<file path="config.mk">
export PLATFORM = sky130hd
export DESIGN_NAME = ifm_tile_streamer
export DESIGN_NICKNAME = d
export VERILOG_FILES = /design/src/rtl/ifm_tile_streamer.sv
export SDC_FILE = /design/constraint.sdc
export NUM_CORES = 1
export LEC_CHECK = 0
export CAP_MARGIN = 20
export CORE_ASPECT_RATIO = 0.7
export CORE_MARGIN = 2
export CORE_UTILIZATION = 45
export CTS_CLUSTER_DIAMETER = 40
export CTS_CLUSTER_SIZE = 25
export DETAILED_ROUTE_END_ITERATION = 8
export GPL_TIMING_DRIVEN = 0
export SETUP_SLACK_MARGIN = 0.15
export SYNTH_ARGS = -nofsm -noshare
export SYNTH_HDL_FRONTEND = slang
export SYNTH_SLANG_ARGS = --single-unit
</file>
<file path="constraint.sdc">
create_clock -name clk -period 10.91 [get_ports clk]
set_clock_uncertainty 0.05 [all_clocks]
set_input_delay 2.7275 -clock clk [delete_from_list [all_inputs] [get_ports clk]]
set_output_delay 2.7275 -clock clk [all_outputs]
set_load 0.02 [all_outputs]
</file>
<file path="src/rtl/ifm_tile_streamer.sv">
// Double-buffered 5x5 IFM tile store with a 9-step snake-scan window sequencer
// feeding the 3x3 PE array shift buffer.
module ifm_tile_streamer #(
    parameter int DATA_WIDTH = 8,
    parameter int WORD_WIDTH = 32,
    parameter int NUM_WORDS  = 3
) (
    input  logic                            clk,
    input  logic                            rst_n,
    input  logic                            wr_en,
    input  logic [4:0]                      wr_addr,
    input  logic [DATA_WIDTH-1:0]           wr_data,
    input  logic                            wr_commit,
    output logic                            wr_ready,
    input  logic                            start,
    input  logic                            hold,
    output logic [NUM_WORDS*WORD_WIDTH-1:0] ifm_word,
    output logic [2:0]                      ifm_step,
    output logic                            ifm_valid,
    output logic                            busy,
    output logic                            done
);
    localparam int TILE = 25;
    localparam logic [2:0] STEP_ALL = 3'b111;
    localparam logic [2:0] STEP_R   = 3'b001;
    localparam logic [2:0] STEP_D   = 3'b010;
    localparam logic [2:0] STEP_L   = 3'b100;
    localparam logic [2:0] STEP_NC  = 3'b101;

    typedef enum logic [1:0] {IDLE = 2'd0, RUN = 2'd1, DONE = 2'd2} state_t;

    state_t                         state;
    logic [3:0]                     nk;          // next step index to emit; 9 = scan finished
    logic                           wr_bank, rd_bank;
    logic [1:0]                     full, full_next;
    logic [DATA_WIDTH-1:0]          mem [2][TILE];
    logic [DATA_WIDTH-1:0]          tile [TILE];
    logic [3:0]                     ek;
    int                             r0, c0;
    logic [NUM_WORDS*WORD_WIDTH-1:0] nw;
    logic                           commit_ok;

    function automatic logic [4:0] idx(input int r, input int c);
        return 5'(r * 5 + c);
    endfunction

    function automatic logic [2:0] step_code(input logic [3:0] k);
        case (k)
            4'd0:                    return STEP_ALL;
            4'd1, 4'd2, 4'd7, 4'd8:  return STEP_R;
            4'd3, 4'd6:              return STEP_D;
            4'd4, 4'd5:              return STEP_L;
            default:                 return STEP_NC;
        endcase
    endfunction

    assign wr_ready  = !full[wr_bank];
    assign commit_ok = wr_commit && wr_ready;

    always_ff @(posedge clk) begin
        if (wr_en && wr_ready && wr_addr <= 5'd24)
            mem[wr_bank][wr_addr] <= wr_data;
    end

    always_comb begin
        for (int i = 0; i < TILE; i++) tile[i] = mem[rd_bank][i];
    end

    // The word set for the step about to be emitted: step 0 on start, else nk.
    always_comb begin
        ek = (state == RUN) ? nk : 4'd0;
        r0 = int'(ek) / 3;
        c0 = (r0 % 2 == 1) ? 2 - int'(ek) % 3 : int'(ek) % 3;
        nw = '0;
        case (step_code(ek))
            STEP_ALL: begin
                for (int i = 0; i < 3; i++)
                    nw[i*WORD_WIDTH +: 3*DATA_WIDTH] = {tile[idx(r0+i, c0)],
                                                        tile[idx(r0+i, c0+1)],
                                                        tile[idx(r0+i, c0+2)]};
            end
            STEP_R: nw[0 +: 3*DATA_WIDTH] = {tile[idx(r0, c0+2)], tile[idx(r0+1, c0+2)],
                                             tile[idx(r0+2, c0+2)]};
            STEP_D: nw[WORD_WIDTH +: 3*DATA_WIDTH] = {tile[idx(r0+2, c0)], tile[idx(r0+2, c0+1)],
                                                      tile[idx(r0+2, c0+2)]};
            STEP_L: nw[2*WORD_WIDTH +: 3*DATA_WIDTH] = {tile[idx(r0, c0)], tile[idx(r0+1, c0)],
                                                        tile[idx(r0+2, c0)]};
            default: nw = '0;
        endcase
    end

    // Commit and release always target different banks, so both may land together.
    always_comb begin
        full_next = full;
        if (commit_ok) full_next[wr_bank] = 1'b1;
        if (state == DONE) full_next[rd_bank] = 1'b0;
    end

    always_ff @(posedge clk or negedge rst_n) begin
        if (!rst_n) begin
            state     <= IDLE;
            nk        <= 4'd0;
            wr_bank   <= 1'b0;
            rd_bank   <= 1'b0;
            full      <= 2'b00;
            ifm_word  <= '0;
            ifm_step  <= STEP_NC;
            ifm_valid <= 1'b0;
            busy      <= 1'b0;
            done      <= 1'b0;
        end else begin
            full      <= full_next;
            if (commit_ok) wr_bank <= ~wr_bank;
            ifm_valid <= 1'b0;
            ifm_step  <= STEP_NC;
            done      <= 1'b0;
            case (state)
                IDLE: begin
                    if (start && full[rd_bank]) begin
                        state     <= RUN;
                        busy      <= 1'b1;
                        ifm_word  <= nw;
                        ifm_step  <= STEP_ALL;
                        ifm_valid <= 1'b1;
                        nk        <= 4'd1;
                    end
                end
                RUN: begin
                    if (!hold) begin
                        if (nk == 4'd9) begin
                            state <= DONE;
                            done  <= 1'b1;
                        end else begin
                            ifm_word  <= nw;
                            ifm_step  <= step_code(nk);
                            ifm_valid <= 1'b1;
                            nk        <= nk + 4'd1;
                        end
                    end
                end
                DONE: begin
                    state   <= IDLE;
                    busy    <= 1'b0;
                    rd_bank <= ~rd_bank;
                end
                default: state <= IDLE;
            endcase
        end
    end
endmodule

</file>
==> results.yml <==
run_status:
  status: "completed"
detailed_routing:
  wirelength_um: 128000
  viasPerCell: 7.06
  drt_iter0_markers: 4152
  drc: 0
  vias: 24000
  drt_first_pass_iters: 6
  ant_nets: 0
  wl_per_cell_um: 37.6
logic_synthesis:
  synth_top_cell_by_area: "edfxtp_1"
  yosysWarnings: 0
  syn_area_per_cell_um2: 13.8
  synth_common_cells: "edfxtp_1, mux4_2, nand2_1"
  synth.top_cell.area_share: 0.386
  syn_area_um2: 31100
  synth_flop_cell: "edfxtp_1"
  async_flop_share: 0.180
  yosysMostFrequentCell: "edfxtp_1"
  ys_seq_elements: 488
  synth_area_leaders: "edfxtp_1, mux4_2, dfrtp_1, mux2i_1, nand2_1"
  yosysUniqueCellTypes: 94
  synth_cells: 2258
  synth_edf_count: 400
  ys_seq_area_frac: 0.456
floorplan:
  rows: 80
  ios: 122
  start_util: 0.456
  die_h_um: 224
  dieArea_um2: 71400
  core_um2: 68300
  die_width_um: 318
timing:
  finalCritPeriodShare: 0.952
  final-setup-viol-count: 0
  drv_slew: 0
  period_needed_ps: 10380
  worst_slew_pin_slew_ps: 1180
  rsz0062_at_grt: "false"
  max_freq_mhz: 96.3
  hold_viol_final: 0
  setup_tns_ps: 0
  slew_headroom: 0.205
worst_setup_path:
  cp.required_ps: 11310
  crit-reg2reg-launch: "state[1]"
  crit_start: "state[1]"
  critPathCaptureType: "register"
  critPathMostFrequentCell: "ha_1"
  critPathKind: "register to register"
  worstPathArrival_ps: 10790
  cp-endpoint: "ifm_word[35]"
  cpPeakStageDelay_ps: 930
  r2r_cells: 28
  cp_max_fo: 13
  reg2reg_slack_ps: 530
  rr_endpoint: "ifm_word[35]"
  cp_slowest_cell: "o21ai_0"
  timing.critical_path.from_type: "register"
clock_network:
  root_buffer: "clkbuf_16"
  cts_tree: "built"
  post_cts_buffers: 0
  clk_latency_ps: 640
  cts_hold_buf: 0
  clk_pin_slew_ps: 60
  cts.path.max_buffers: 3
  cts.repair.resized: 0
  numClockSinks: 488
  cts_buffers: 54
  cts-htree-levels: 2
final_layout:
  area_delta_synth_final_pct: 13.8
  finalNetCount: 2530
  drive_gt1_frac: 0.242
global_routing:
  grt_first_pass_wirelength_um: 177000
  first_global_vias: 22000
  grt_max_degree: 74
  grt_usage: 0.357
  antenna_found_initial: 13
  gr-total-overflow: 0
place:
  gp_congestion: 1.07
  hpwl_um: 101000
  port_buffers: 94
min_path:
  hold_start: "ifm_word[81]"
  hp-class: "register to register"
job:
  maxCapViolCount: 0
-- per-stage QoR --
step	cells	util	worst slack [ps]	hold WS (ps)	cell area [um^2]
final	3405	0.519	525	419	35400
after global routing	3398	0.519	164	448	35400
after CTS	3389	0.517	421	424	35300
after detailed placement	3291	0.490	473	412	33500
after global placement	3277	0.488	502	405	33300
after floorplan	2281	-	3690	451	31200
-- layout by cell type (no fill, tap or decap), types with 9 or more instances in the layout --
| cell | n |
|---|---|
| a21o_1 | 19 |
| a21oi_1 | 79 |
| a221oi_1 | 11 |
| a22oi_1 | 29 |
| a31oi_1 | 16 |
| a32oi_1 | 22 |
| and2_1 | 18 |
| and3_1 | 18 |
| buf_1 | 19 |
| buf_2 | 46 |
| buf_4 | 38 |
| clkbuf_1 | 98 |
| clkbuf_16 | 55 |
| clkdlybuf4s50_1 | 85 |
| conb_1 | 24 |
| dfrtp_1 | 86 |
| edfxtp_1 | 400 |
| ha_1 | 54 |
| inv_1 | 28 |
| mux2_2 | 20 |
| mux2i_1 | 172 |
| mux4_2 | 341 |
| nand2_1 | 222 |
| nand2b_1 | 9 |
| nand3_1 | 22 |
| nor2_1 | 172 |
| nor3_1 | 28 |
| nor4_1 | 9 |
| o211ai_1 | 17 |
| o21ai_0 | 84 |
| o22ai_1 | 17 |
| or3_1 | 11 |
| xnor2_1 | 22 |
| xor2_1 | 9 |
-- routing by layer --
metal	up-vias	part of all wire	global-route usage
li1	9461	-	-
met1	12400	0.42	0.532
met2	1916	0.41	0.489
met3	253	0.14	0.121
met4	8	0.036	0.115
met5	-	0.00041	0
-- worst max-delay path: cells and delay by family (launching register included) --
family	cells	cell delay, ps
buffers and inverters	7	3110
and+or+nand+nor	5	1100
DFF	1	500
muxes	1	360
adders and majority gates	5	1790
AOI/OAI and AO/OA	9	2450
xor gates and xnor gates	1	790
-- sequential cells by signal, indices dropped and copies added (netlist names) --
| signal | flops |
|---|---|
| busy | 1 |
| done | 1 |
| full | 2 |
| ifm_step | 3 |
| ifm_valid | 1 |
| ifm_word | 72 |
| mem | 400 |
| nk | 4 |
| rd_bank | 1 |
| state | 2 |
| wr_bank | 1 |
-- cell families after synthesis --
logic type,count (synthesis),share of synthesized area
xor+xnor,44,0.0172
simple gates,554,0.0812
other cells,1,0.000120
fa+ha+maj,57,0.0236
flops,488,0.456
mux,535,0.310
buf+inv,216,0.0322
compound gates,363,0.0788
-- layout make-up --
cell class                 instances  area (um^2)
fill                            5734        32800
multi-input combinational       1577        16000
buffer                           185          887
clock inverter                    36          422
clock buffer                      62         1420
timing repair buffer             117         1210
sequential                       488        14200
inverter                          31          116
tap                              902         1130
antenna                            7         17.5
-- worst min path at each step --
stage                               to  cells past startpoint  slack (ps)
after global placement    ifm_word[82]                      2         410
final                     ifm_word[81]                      2         420
after floorplan                full[0]                      1         450
after detailed placement  ifm_word[81]                      2         410
after global routing      ifm_word[82]                      2         450
after CTS                 ifm_word[81]                      2         420
Power is left out: the tool's default activity adds up to more than one toggle a clock period on the data nets, which glitch-free logic cannot reach.
